--- src/rtl/slot_pkg.sv ---
// Shared definitions for the slot grid engine: FSM encoding, line geometry
// and saturating arithmetic.
package slot_pkg;

   typedef enum logic [2:0] {
      IDLE   = 3'd0,
      SPIN   = 3'd1,
      EVAL   = 3'd2,
      COMMIT = 3'd3,
      PAYOUT = 3'd4
   } state_e;

   // Scored lines on an n x n grid: n rows, n columns, two diagonals.
   function automatic int num_lines(input int n);
      return 2 * n + 2;
   endfunction

   // Reel index (row-major) of element k on line l.
   function automatic int line_reel(input int n, input int l, input int k);
      if (l < n) begin
         return l * n + k;
      end else if (l < 2 * n) begin
         return k * n + (l - n);
      end else if (l == 2 * n) begin
         return k * n + k;
      end else begin
         return k * n + (n - 1 - k);
      end
   endfunction

   function automatic logic [31:0] sat_add(input logic [31:0] a,
                                           input logic [31:0] b,
                                           input logic [31:0] lim);
      logic [32:0] sum;
      sum = {1'b0, a} + {1'b0, b};
      if (sum > {1'b0, lim}) begin
         return lim;
      end
      return sum[31:0];
   endfunction

endpackage

--- src/rtl/slot_reel.sv ---
// One reel: a modulo-NUM_SYM counter that steps up or down while running
// and holds whenever it is stopped.
module slot_reel #(
   parameter bit UP      = 1'b1,
   parameter int SYM_W   = 3,
   parameter int NUM_SYM = 5
) (
   input  logic             clk,
   input  logic             clr,
   input  logic             run_i,
   input  logic             stop_i,
   output logic [SYM_W-1:0] sym_o
);

   localparam logic [SYM_W-1:0] SYM_TOP = SYM_W'(NUM_SYM - 1);
   localparam logic [SYM_W-1:0] SYM_RST = UP ? '0 : SYM_TOP;

   logic [SYM_W-1:0] sym_q, sym_d;

   always_comb begin
      sym_d = sym_q;
      if (run_i && !stop_i) begin
         if (UP) begin
            sym_d = (sym_q == SYM_TOP) ? '0 : sym_q + SYM_W'(1);
         end else begin
            sym_d = (sym_q == '0) ? SYM_TOP : sym_q - SYM_W'(1);
         end
      end
   end

   // NOTE: sequential state uses <= so every register samples pre-edge values.
   always_ff @(posedge clk) begin
      if (clr) begin
         sym_q <= SYM_RST;
      end else begin
         sym_q <= sym_d;
      end
   end

   assign sym_o = sym_q;

endmodule

--- src/rtl/slot_grid_engine.sv ---
// N x N slot machine: credit accounting, reel spin/stop, sequential line
// scoring with jackpot, and serial coin payout. Define SLOT_AUTO_STOP_EN to
// force all reels to stop after AUTO_STOP_CYC spin cycles.
module slot_grid_engine
   import slot_pkg::*;
#(
   parameter int N             = 3,
   parameter int SYM_W         = 3,
   parameter int NUM_SYM       = 5,
   parameter int CREDIT_W      = 8,
   parameter int MAX_CREDIT    = 255,
   parameter int JACKPOT       = 99,
   parameter int AUTO_STOP_CYC = 64
) (
   input  logic                  clk,
   input  logic                  clr,
   input  logic                  coin_in,
   input  logic                  start,
   input  logic                  cash_req,
   input  logic [N*N-1:0]        btn,
   output logic [N*N*SYM_W-1:0]  slot,
   output logic [CREDIT_W-1:0]   credit,
   output logic [CREDIT_W-1:0]   win,
   output logic                  coin_out,
   output logic                  coin_reject,
   output logic                  busy
);

   localparam int R         = N * N;
   localparam int NUM_LINES = num_lines(N);
   localparam int LIDX_W    = $clog2(NUM_LINES + 1);

   localparam logic [CREDIT_W-1:0] CREDIT_MAX = CREDIT_W'(MAX_CREDIT);
   localparam logic [CREDIT_W-1:0] WIN_MAX    = {CREDIT_W{1'b1}};
   localparam logic [31:0]         JACK_BONUS = 32'(JACKPOT);

   state_e              state_q, state_d;
   logic [CREDIT_W-1:0] credit_q, credit_d;
   logic [CREDIT_W-1:0] win_q, win_d;
   logic                coin_out_q, coin_out_d;
   logic                reject_q, reject_d;
   logic                busy_q, busy_d;
   logic [R-1:0]        stopped_q, stopped_d;
   logic [LIDX_W-1:0]   line_idx_q, line_idx_d;
   logic                pay_phase_q, pay_phase_d;

   logic [SYM_W-1:0]    sym [R];
   logic [R-1:0]        freeze;
   logic                run;
   logic                auto_stop;
   logic                start_ok;
   logic                coin_ok;
   logic [SYM_W-1:0]    line_sym;
   logic                line_eq;
   logic                all_eq;

`ifdef SLOT_AUTO_STOP_EN
   localparam int CNT_W = (AUTO_STOP_CYC > 1) ? $clog2(AUTO_STOP_CYC) : 1;
   logic [CNT_W-1:0] spin_cnt_q, spin_cnt_d;
   assign auto_stop = (state_q == SPIN) && (spin_cnt_q == CNT_W'(AUTO_STOP_CYC - 1));
`else
   assign auto_stop = 1'b0;
`endif

   assign run    = (state_q == SPIN);
   assign freeze = stopped_q | btn | {R{auto_stop}};

   for (genvar i = 0; i < R; i++) begin : g_reel
      slot_reel #(
         .UP      ((i % 2) == 0),
         .SYM_W   (SYM_W),
         .NUM_SYM (NUM_SYM)
      ) u_reel (
         .clk    (clk),
         .clr    (clr),
         .run_i  (run),
         .stop_i (freeze[i]),
         .sym_o  (sym[i])
      );
      assign slot[i*SYM_W +: SYM_W] = sym[i];
   end

   // A coin arriving together with an accepted start is consumed by it,
   // so it is never refused even at the credit ceiling.
   assign start_ok = start && (credit_q != '0);
   assign coin_ok  = coin_in && ((credit_q != CREDIT_MAX) || start_ok);

   always_comb begin
      line_sym = '0;
      line_eq  = 1'b1;
      all_eq   = 1'b1;
      for (int r = 0; r < R; r++) begin
         if (r == line_reel(N, int'(line_idx_q), 0)) begin
            line_sym = sym[r];
         end
      end
      for (int k = 1; k < N; k++) begin
         for (int r = 0; r < R; r++) begin
            if ((r == line_reel(N, int'(line_idx_q), k)) && (sym[r] != line_sym)) begin
               line_eq = 1'b0;
            end
         end
      end
      for (int r = 1; r < R; r++) begin
         if (sym[r] != sym[0]) begin
            all_eq = 1'b0;
         end
      end
   end

   // NOTE: every _d gets its hold value first, so no path can infer a latch.
   always_comb begin
      state_d     = state_q;
      credit_d    = credit_q;
      win_d       = win_q;
      coin_out_d  = 1'b0;
      reject_d    = 1'b0;
      stopped_d   = stopped_q;
      line_idx_d  = line_idx_q;
      pay_phase_d = pay_phase_q;
`ifdef SLOT_AUTO_STOP_EN
      spin_cnt_d  = spin_cnt_q;
`endif

      case (state_q)
         IDLE: begin
            reject_d = coin_in && !coin_ok;
            if (start_ok) begin
               if (!coin_in) begin
                  credit_d = credit_q - CREDIT_W'(1);
               end
               stopped_d = '0;
               state_d   = SPIN;
`ifdef SLOT_AUTO_STOP_EN
               spin_cnt_d = '0;
`endif
            end else begin
               if (coin_ok) begin
                  credit_d = credit_q + CREDIT_W'(1);
               end
               if (cash_req && (credit_q != '0)) begin
                  pay_phase_d = 1'b0;
                  state_d     = PAYOUT;
               end
            end
         end

         SPIN: begin
            reject_d  = coin_in;
            stopped_d = freeze;
`ifdef SLOT_AUTO_STOP_EN
            spin_cnt_d = spin_cnt_q + CNT_W'(1);
`endif
            if (&freeze) begin
               win_d      = '0;
               line_idx_d = '0;
               state_d    = EVAL;
            end
         end

         EVAL: begin
            reject_d = coin_in;
            if (line_idx_q < LIDX_W'(NUM_LINES)) begin
               if (line_eq) begin
                  win_d = CREDIT_W'(sat_add(32'(win_q), 32'(line_sym), 32'(WIN_MAX)));
               end
               line_idx_d = line_idx_q + LIDX_W'(1);
            end else begin
               if (all_eq) begin
                  win_d = CREDIT_W'(sat_add(32'(win_q), JACK_BONUS, 32'(WIN_MAX)));
               end
               state_d = COMMIT;
            end
         end

         COMMIT: begin
            reject_d = coin_in;
            credit_d = CREDIT_W'(sat_add(32'(credit_q), 32'(win_q), 32'(CREDIT_MAX)));
            state_d  = IDLE;
         end

         PAYOUT: begin
            reject_d = coin_in;
            if (!pay_phase_q) begin
               coin_out_d  = 1'b1;
               credit_d    = credit_q - CREDIT_W'(1);
               pay_phase_d = 1'b1;
            end else begin
               pay_phase_d = 1'b0;
               if (credit_q == '0) begin
                  state_d = IDLE;
               end
            end
         end

         default: state_d = IDLE;
      endcase

      busy_d = (state_d != IDLE);
   end

   always_ff @(posedge clk) begin
      if (clr) begin
         state_q     <= IDLE;
         credit_q    <= '0;
         win_q       <= '0;
         coin_out_q  <= 1'b0;
         reject_q    <= 1'b0;
         busy_q      <= 1'b0;
         stopped_q   <= '0;
         line_idx_q  <= '0;
         pay_phase_q <= 1'b0;
      end else begin
         state_q     <= state_d;
         credit_q    <= credit_d;
         win_q       <= win_d;
         coin_out_q  <= coin_out_d;
         reject_q    <= reject_d;
         busy_q      <= busy_d;
         stopped_q   <= stopped_d;
         line_idx_q  <= line_idx_d;
         pay_phase_q <= pay_phase_d;
      end
   end

`ifdef SLOT_AUTO_STOP_EN
   always_ff @(posedge clk) begin
      if (clr) begin
         spin_cnt_q <= '0;
      end else begin
         spin_cnt_q <= spin_cnt_d;
      end
   end
`endif

   assign credit      = credit_q;
   assign win         = win_q;
   assign coin_out    = coin_out_q;
   assign coin_reject = reject_q;
   assign busy        = busy_q;

endmodule
--- config.mk ---
export PLATFORM = sky130hd
export DESIGN_NAME = slot_grid_engine
export DESIGN_NICKNAME = d
export VERILOG_FILES = /design/src/rtl/slot_pkg.sv /design/src/rtl/slot_reel.sv /design/src/rtl/slot_grid_engine.sv
export SDC_FILE = /design/constraint.sdc
export NUM_CORES = 1
export LEC_CHECK = 0
export CORE_MARGIN = 4
export CORE_UTILIZATION = 25
export DETAILED_ROUTE_END_ITERATION = 6
export GPL_TIMING_DRIVEN = 0
export HOLD_SLACK_MARGIN = 0.08
export MAX_ROUTING_LAYER = met4
export SYNTH_ARGS = -nofsm -noshare
export SYNTH_HDL_FRONTEND = slang
export SYNTH_SLANG_ARGS = --single-unit
export TNS_END_PERCENT = 10
--- constraint.sdc ---
create_clock -name clk -period 5.5 [get_ports clk]
set_input_delay 1.375 -clock clk [delete_from_list [all_inputs] [get_ports clk]]
set_output_delay 1.375 -clock clk [all_outputs]
set_load 0.05 [all_outputs]
Yosys cells after proc, flatten, opt, wreduce, memory -nomap -nowiden
Index checks and enable logic that the tools add are counted.

Register bits: 63. Bits in latches: 0. Bits in writable memories: 0. ROM bits: 0. Input port bits: 14. Logic and storage cells: 269. Memories: 0.

Add/sub/neg operators: 20. Multiply operators: 1. Divide/modulo/power cells: 0. Order comparisons: 6. Equal/unequal tests: 62. Shifts and indexed selects: 0. Mux-type cells: 95. Bitwise operators: 2. Reduce and logical (&&, ||, !) cells: 65.

Operator list (count): 4-bit by 32-bit == test with 1-bit output (first input constant) (12); 3-bit by 32-bit == test with 1-bit output (first input constant) (6); 32-bit 2-to-1 mux (6); 8-bit 2-to-1 mux (14); 2-bit by 32-bit == test with 1-bit output (first input constant) (3); 5-bit by 32-bit == test with 1-bit output (first input constant) (3); 32-bit zero test (3); 3-bit 2-to-1 mux (24); 3-bit inequality test (17); 1-bit 2-to-1 mux (39); 32-bit by 2-bit adder with 32-bit output (second input constant) (1); 1-bit logical AND (31); 9-bit by 8-bit > comparator with 1-bit output (second input constant) (3); 8-bit case mux with 3 select lines (1); 3-bit == test (second input constant) (6); 9-bit case mux with 2 select lines (1); 8-bit case mux with 2 select lines (1); 3-bit by 1-bit adder with 3-bit output (second input constant) (5); 3-bit zero test (5); 4-bit 2-to-1 mux (3); 2-bit inequality test (second input constant) (6); 3-bit inequality test (second input constant) (4); 3-bit case mux with 4 select lines (1); 3-bit by 1-bit subtractor with 3-bit output (second input constant) (4); 36 further kinds (52).

Longest topological paths before layout
Gate-level depths: netlist of the first run.

Depth in word-level cells: 41. Gate-level depth with buffers: 26. Mapped depth without buffers: 23.

By module
From an unflattened synthesis of the first run, not the netlist that was laid out.

Cells, all modules: 801. Area total of the unflattened synthesis: 6109.6 µm².

Modules (own cells, without submodules): slot_grid_engine (instances 1, cells an instance 641, area an instance 4730.8 µm², sequential area each 720.7 µm²); slot_reel at g_reel[0].u_reel ... (instances 5, cells an instance 20, area an instance 167.7 µm², sequential area each 60.1 µm²); slot_reel at g_reel[1].u_reel ... (instances 4, cells an instance 15, area an instance 135.1 µm², sequential area each 60.1 µm²).

Least setup slack after synthesis of the first run
No wires, ideal clock.

Path type: reg2reg. Start: reg line_idx_q[2]. End: reg win_q[2] (netlist: win[2]). Setup time: 59 ps. Data arrival time: 5260 ps. Data required time: 5441 ps. Path slack: 180 ps. Stages on the path, launching flop included: 21. Path through: dfxtp_1 clkbuf_1 clkbuf_1 inv_1 fa_1 xnor2_1 nand4_1 a221oi_2 a31oi_1 or3_1 o221ai_1 nand2_1 fa_1 inv_1 a21oi_1 nor3b_1 a31oi_1 a221o_1 a21o_1 a311oi_1 o21a_1.

Longest elaborated chain between the ends: 36. Elaborated cells on any way between the ends: 112.

RTL lines: from (decl) (RTL line slot_grid_engine.sv:44) `logic [LIDX_W-1:0] line_idx_q, line_idx_d;`; from (signal assigned) (RTL line slot_grid_engine.sv:221) `line_idx_q <= line_idx_d;`; branches (longest 36 deep; another with 4-bit by 2-bit multiplier with 6-bit output); to (signal assigned) (RTL line slot_grid_engine.sv:216) `win_q <= win_d;`; to (decl) (RTL line slot_grid_engine.sv:39) `logic [CREDIT_W-1:0] win_q, win_d;`.

Parallel ways; which one is timed is not known. The select of a mux whose other input is x is not followed. A chain may end at the register's enable or synchronous reset.

Worst setup path after layout of the first run
Same ends and word-level chain as after synthesis.

==> impl_metrics.csv, run 1 <==
group,metric,value,unit
route,wire_per_inst,16.4,µm
place,dpl.hpwl,15100,µm
setup_path,crit_path_max_fanout,10,
min_path,whs_endpoint,"stopped_q[1]",
global_route,grt_pass1_wl,31700,µm
setup_path,cpMostUsedCell,"inv_1",
setup_path,required,5.78,ns
setup_path,r2r_end,"win[2]",
global_route,grt_antenna_before_repair,0,
power_and_ir_drop,p_leak,2.73,nW
global_route,grt_pass1_vias,6001,
layout,final_cell_mix,"102 x nor2_1, 69 x a21oi_1, 61 x dfxtp_1",
global_route,grt_use_total,15.0,%
synth,ys_ff_latch,63,
cts,insertion_delay,0.34,ns
timing,finalCritPeriodShare,95.5,%
setup_path,r2r_cells,25,
floorplanning,rows,56,
synth,synth_edf_count,0,
layout,nFillCells,2587,
route,viasPerCell,5.27,
route,drc,0,
setup_path,reg2reg_from,"line_idx_q[2]",
synth,synth-main-ff-cell,"dfxtp_1",
layout,fin_nets,954,
timing,relSlewSlack,25.1,%
cts,clock_path_buffers,2,
global_route,grt_max_degree,13,
floorplanning,dieHeight,164,µm
cts,htreeDepth,3,
route,drtAntennaViolNets,0,
floorplanning,fp.dieW,164,µm
setup_path,path_delay_family,"compound AO/OA/AOI/OAI gates",
synth,ys_seq_area_share,20.7,%
route,routed-via-count,6399,
cts,cts_root_buffer,"clkbuf_16",
layout,multiInputGateArea,4550,µm²
power_and_ir_drop,power_density,327,nW/µm²
floorplanning,core_area,23700,µm²
layout,drive_gt1_share,8.82,%
setup_path,slowest_delay,0.39,ns
min_path,min_path_cells,2,
synth,async_flop_share,0,%
timing,worst_pin_slew,1.11,ns
synth,ys_types,90,
min_path,hold_start,"stopped_q[1]",
place,place_ws,-0.839,ns
setup_path,crit_path_end_kind,"register",
timing,skew,0.00861,ns
power_and_ir_drop,vdd.ir_drop.worst,193,µV
setup_path,cp.buffers_inverters,8,
layout,antenna_cells,0,
cts,cts_tree,"done",
cts,cts-buffers-inserted,9,
setup_path,worstSetupStartpointType,"register",
synth,synth_cells,813,
flow_run,drv_cap,0,
setup_path,critPathSlowestCell,"fa_1",
route,drtIter0Drc,485,
setup_path,worstSetupPathType,"register to register",
setup_path,r2r_slack,0.25,ns
setup_path,arrival,5.53,ns
place,place_congestion,0.962,
synth,yosysWarnings,0,
min_path,hp-class,"register to register",
cts,path_clk_slew,0.05,ns
timing,finalMaxSlewViolations,0,
timing,setup_ws,0.249,ns
floorplanning,io_pins,60,
cts,cts.sinks,63,
floorplanning,start_util,25.7,%
timing,finalHoldViolations,0,
floorplanning,die_area,26900,µm²
run_status,status,"completed",
timing,fin_hold_ws,0.494,ns
synth,syn-mean-instance-area,7.48,µm²
global_route,grt.overflow.total,0,
layout,seq_area,1270,µm²
timing,fmax,0.190,GHz
timing,min_period,5.25,ns
route,drt_first_pass_iters,6,
place,port_buffers,58,
layout,area_delta_synth_final,24.8,%
timing,setup_viol,0,
synth,syn_nets,875,
cts,hold_buffers,0,
synth,syn_area,6080,µm²
route,wl,20000,µm
layout,layout_commonest_cell,"nor2_1",
-- report_power, final --
| part | internal, mW | switching (mW) | total (mW) |
|---|---|---|---|
| clock | 0.439 | 0.220 | 0.660 |
| sequential | 0.539 | 0.144 | 0.683 |
| combinational | 0.424 | 0.716 | 1.14 |
-- what timing repair did --
item / in CTS / in global routing
pin swaps: 5 / 4
endpoints found under the setup margin: 8 / 4
buffers inserted: 9 / 2
resized for setup: 13 / 15
-- cell type report --
cell class                 instances  share of cell area [%]
sequential                        63                    16.7
tap                              319                    5.26
timing repair buffer              69                    8.74
inverter                          39                    1.93
clock buffer                       9                    2.97
buffer                            44                    3.00
clock inverter                     6                    1.45
multi-input combinational        666                    60.0
-- sequential cells by signal, indices dropped and copies added (netlist names) --
register	count
busy	1
coin_out	1
coin_reject	1
credit	8
g_reel.u_reel.sym_o	27
line_idx_q	4
pay_phase_q	1
state_q	3
stopped_q	9
win	8
-- Yosys cell counts, types with 3 or more instances --
library cell / number / area share [%]
a22oi_1: 13 / 1.6
o21bai_1: 4 / 0.49
nand2b_1: 16 / 1.6
a311oi_1: 7 / 1.0
buf_6: 4 / 0.74
o211ai_1: 6 / 0.74
a221oi_1: 3 / 0.43
xnor2_1: 30 / 4.3
fa_1: 3 / 0.99
a221o_1: 4 / 0.66
nand2_1: 53 / 3.3
nor4_1: 10 / 1.0
and3_1: 9 / 0.93
a21oi_1: 69 / 5.7
nand4_1: 9 / 0.93
nor3_1: 33 / 2.7
a211o_1: 6 / 0.86
o21a_1: 3 / 0.37
o2111ai_1: 3 / 0.43
nor3b_1: 6 / 0.74
dfxtp_1: 63 / 21
ha_1: 45 / 9.3
buf_2: 3 / 0.25
a211oi_1: 8 / 0.99
mux2i_1: 12 / 2.0
xor2_1: 14 / 2.0
a21o_1: 6 / 0.74
and2_1: 5 / 0.51
o31ai_1: 4 / 0.49
o21ai_0: 51 / 4.2
inv_1: 38 / 2.3
or4_1: 5 / 0.62
nor2b_1: 7 / 0.72
o21ai_1: 3 / 0.25
o32ai_1: 3 / 0.43
o22ai_1: 10 / 1.0
nand4b_1: 4 / 0.58
nand3b_1: 5 / 0.62
clkbuf_1: 33 / 2.0
or3_1: 6 / 0.62
a31oi_1: 9 / 0.93
o221ai_1: 3 / 0.43
buf_4: 4 / 0.49
nor2_1: 103 / 6.4
nand3_1: 20 / 1.6
-- worst max-delay path by stage --
stage | startpoint | end | slack [ns] | depth (start not counted)
after floorplan | line_idx_q[2] | win[2] | 0.18 | 20
after global placement | line_idx_q[2] | win[2] | -0.86 | 20
after detailed placement | line_idx_q[2] | win[2] | -0.84 | 20
after CTS | line_idx_q[2] | win[2] | 0.04 | 24
after global routing | line_idx_q[3] | win[2] | -0.02 | 23
final | line_idx_q[2] | win[2] | 0.25 | 25
-- cells by family (layout without fill, tap and decap cells) --
kind of cell	after synthesis	after routing	synth area share [%]
flops	63	63	20.7
buf+inv	84	167	5.99
xor+xnor	44	44	6.34
fa+ha+maj	48	48	10.2
simple gates	312	312	26.3
mux	14	14	2.41
compound gates	248	248	28.0
-- per-layer routing --
layer  track usage [%]  vias to the layer above  routed length (µm)  share of wire (%)
met2              24.9                      179                9600                 48
met3              1.71                       36                 828                4.2
li1                  -                     3156                   -                  -
met5                 -                        -                   0                  0
met4              4.69                        0                 374                1.9
met1              19.2                     3028                9150                 46
-- worst reg2reg max path: stages, from the launching register on --
cell,delay [ns]
dfxtp_2,0.37
clkbuf_4,0.19
buf_4,0.19
inv_1,0.13
ha_1,0.26
buf_2,0.20
a2111oi_4,0.22
a31o_1,0.24
buf_6,0.18
nor2_1,0.05
mux2i_1,0.19
o2111ai_2,0.22
a211oi_4,0.39
nor2_4,0.12
inv_1,0.09
ha_1,0.16
inv_1,0.06
fa_1,0.39
inv_1,0.07
a21oi_1,0.10
nor3b_2,0.26
a31oi_2,0.18
a221o_1,0.35
a21o_1,0.19
a311oi_1,0.24
o21a_1,0.16
-- per-stage QoR --
| stage | cells | util [%] | total power, mW | instance area [µm²] | TNS [ns] |
|---|---|---|---|---|---|
| after floorplan | 813 | - | 1.48 | 6080 | 0 |
| after global placement | 1190 | 29.8 | 1.80 | 7060 | -3.30 |
| after detailed placement | 1190 | 29.8 | 1.81 | 7060 | -3.39 |
| after CTS | 1213 | 31.7 | 2.49 | 7510 | 0 |
| after global routing | 1215 | 32.0 | 2.63 | 7590 | -0.0245 |
| final | 1215 | 32.0 | 2.48 | 7590 | 0 |
(Power assumes the default switching activity.)
==> inputs of run 2 (changes only) <==
--- a/config.mk
+++ b/config.mk
@@ -9,7 +9,7 @@
 export CORE_UTILIZATION = 25
 export DETAILED_ROUTE_END_ITERATION = 6
 export GPL_TIMING_DRIVEN = 0
-export HOLD_SLACK_MARGIN = 0.08
+export HOLD_SLACK_MARGIN = 0.15
 export MAX_ROUTING_LAYER = met4
 export SYNTH_ARGS = -nofsm -noshare
 export SYNTH_HDL_FRONTEND = slang
==> results of run 2 <==
Same layout as run 1: the final DEF is identical, and so are final timing and power.
==> inputs of run 3 (changes only) <==
--- a/config.mk
+++ b/config.mk
@@ -5,13 +5,13 @@
 export SDC_FILE = /design/constraint.sdc
 export NUM_CORES = 1
 export LEC_CHECK = 0
-export CORE_MARGIN = 4
 export CORE_UTILIZATION = 25
 export DETAILED_ROUTE_END_ITERATION = 6
 export GPL_TIMING_DRIVEN = 0
 export HOLD_SLACK_MARGIN = 0.15
 export MAX_ROUTING_LAYER = met4
+export SKIP_LAST_GASP = 1
 export SYNTH_ARGS = -nofsm -noshare
 export SYNTH_HDL_FRONTEND = slang
 export SYNTH_SLANG_ARGS = --single-unit
-export TNS_END_PERCENT = 10
+export TNS_END_PERCENT = 100
==> impl_metrics.csv, run 3 (synthesized netlist as in run 1, its figures left out) <==
group,metric,value,unit
run_status,status,"completed",
floorplanning,dieHeight,158,µm
timing,min_period,5.30,ns
floorplanning,fp.dieW,158,µm
global_route,grt_pass1_wl,31800,µm
timing,finalSetupTns,0,ns
layout,drive_gt1_share,9.49,%
layout,antenna_cells,0,
route,drtAntennaViolNets,0,
global_route,grt_pass1_vias,5980,
setup_path,cpMostUsedCell,"inv_1",
power_and_ir_drop,power_density,327,nW/µm²
floorplanning,io_pins,60,
floorplanning,die_area,25000,µm²
min_path,hp-class,"register to register",
cts,cts_tree,"done",
setup_path,critPathSlowestCell,"dfxtp_1",
setup_path,required,5.78,ns
layout,fin_nets,953,
route,wire_per_inst,16.4,µm
place,dpl.hpwl,15100,µm
timing,fin_hold_ws,0.502,ns
cts,cts-buffers-inserted,9,
layout,layout_commonest_cell,"nor2_1",
timing,finalMaxSlewViolations,0,
timing,fmax,0.189,GHz
cts,path_clk_slew,0.06,ns
global_route,grt_max_degree,13,
route,drtIter0Drc,535,
timing,finalHoldViolations,0,
layout,nFillCells,2622,
route,drc,0,
setup_path,slowest_delay,0.43,ns
place,port_buffers,58,
global_route,grt_antenna_before_repair,0,
timing,worst_pin_slew,1.31,ns
global_route,grt.overflow.total,0,
power_and_ir_drop,vdd.ir_drop.worst,294,µV
setup_path,worstSetupPathType,"register to register",
setup_path,cp.buffers_inverters,8,
route,wl,20000,µm
layout,seq_area,1270,µm²
setup_path,crit_path_end_kind,"register",
cts,hold_buffers,0,
route,drt_first_pass_iters,7,
place,place_congestion,0.911,
route,routed-via-count,6431,
cts,insertion_delay,0.34,ns
timing,skew,0.00430,ns
floorplanning,core_area,23700,µm²
global_route,grt_use_total,16.7,%
layout,multiInputGateArea,4560,µm²
setup_path,worstSetupStartpointType,"register",
setup_path,crit_path_max_fanout,12,
floorplanning,start_util,25.7,%
timing,relSlewSlack,12.3,%
power_and_ir_drop,p_leak,2.73,nW
layout,area_delta_synth_final,25.0,%
layout,final_cell_mix,"102 x nor2_1, 68 x a21oi_1, 61 x dfxtp_1",
floorplanning,rows,56,
flow_run,drv_cap,0,
setup_path,path_delay_family,"compound AO/OA/AOI/OAI gates",
cts,cts.sinks,63,
route,viasPerCell,5.29,
cts,cts_root_buffer,"clkbuf_16",
layout,largest_reg_flops,27,
timing,setup_viol,0,
setup_path,arrival,5.58,ns
cts,clock_path_buffers,2,
cts,htreeDepth,3,
timing,finalCritPeriodShare,96.4,%
==> run 3: area by class of cell <==
cell class / count / area share [%]
inverters: 39 / 1.97
flip-flops and latches: 63 / 16.7
repair buffers: 68 / 8.62
plain buffers: 44 / 3.01
well taps: 319 / 5.25
clock inverters: 7 / 1.60
multi-input cells: 666 / 59.9
clock buffers: 9 / 2.96
==> run 3: power by group <==
group          internal (mW)  switching [mW]
logic                  0.421           0.712
registers              0.538           0.143
clock network          0.443           0.227
total                   1.40            1.08
==> run 3: path summary, 6_finish.rpt <==
path	startpoint	to	slack (ns)	cells past startpoint
worst max-delay path	line_idx_q[0]	win[2]	0.20	25
worst min-delay path	stopped_q[3]	stopped_q[3]	0.50	2
worst max register to register	line_idx_q[0]	win[2]	0.20	25
worst min register to register	stopped_q[3]	stopped_q[3]	0.50	2
==> run 3: timing repair <==
item / 4_1_cts / 5_1_grt
pin swaps: 4 / 3
setup buffers: 5 / 5
cloned: 0 / 0
setup endpoints to repair: 8 / 7
hold endpoints to repair: 0 / 0
gates resized for setup: 9 / 23
==> run 3: per-layer routing <==
metal	vias to the layer above	global-route usage (%)	routed length [µm]
met3	31	2.14	1040
met2	197	26.9	9420
met5	-	-	0
li1	3136	-	-
met4	0	5.82	446
met1	3067	21.3	9060
==> run 3: worst register-to-register path, stage by stage (launching register included) <==
cell	delay [ns]
dfxtp_1	0.43
buf_4	0.23
buf_2	0.26
inv_1	0.09
ha_2	0.40
nand2_1	0.12
a2bb2oi_2	0.27
and2_1	0.17
buf_4	0.16
mux2i_1	0.23
o2111ai_2	0.17
a211oi_2	0.30
nor2_2	0.14
inv_1	0.09
ha_1	0.16
inv_1	0.05
fa_1	0.39
inv_1	0.07
a21oi_1	0.09
nor3b_2	0.16
buf_4	0.15
a31oi_4	0.11
a221o_1	0.37
a21o_1	0.21
a311oi_2	0.26
o21a_1	0.15
==> run 3: through the flow <==
step	setup slack, ns	std cells	instance area [µm²]	total power, mW	utilization [%]
6_report	0.200	1215	7600	2.48	32.1
5_1_grt	-0.0598	1215	7600	2.65	32.1
4_1_cts	0.00990	1210	7470	2.49	31.6
3_5_place_dp	-0.828	1190	7060	1.81	29.8
3_3_place_gp	-0.875	1190	7060	1.80	29.8
2_1_floorplan	0.180	813	6080	1.48	-
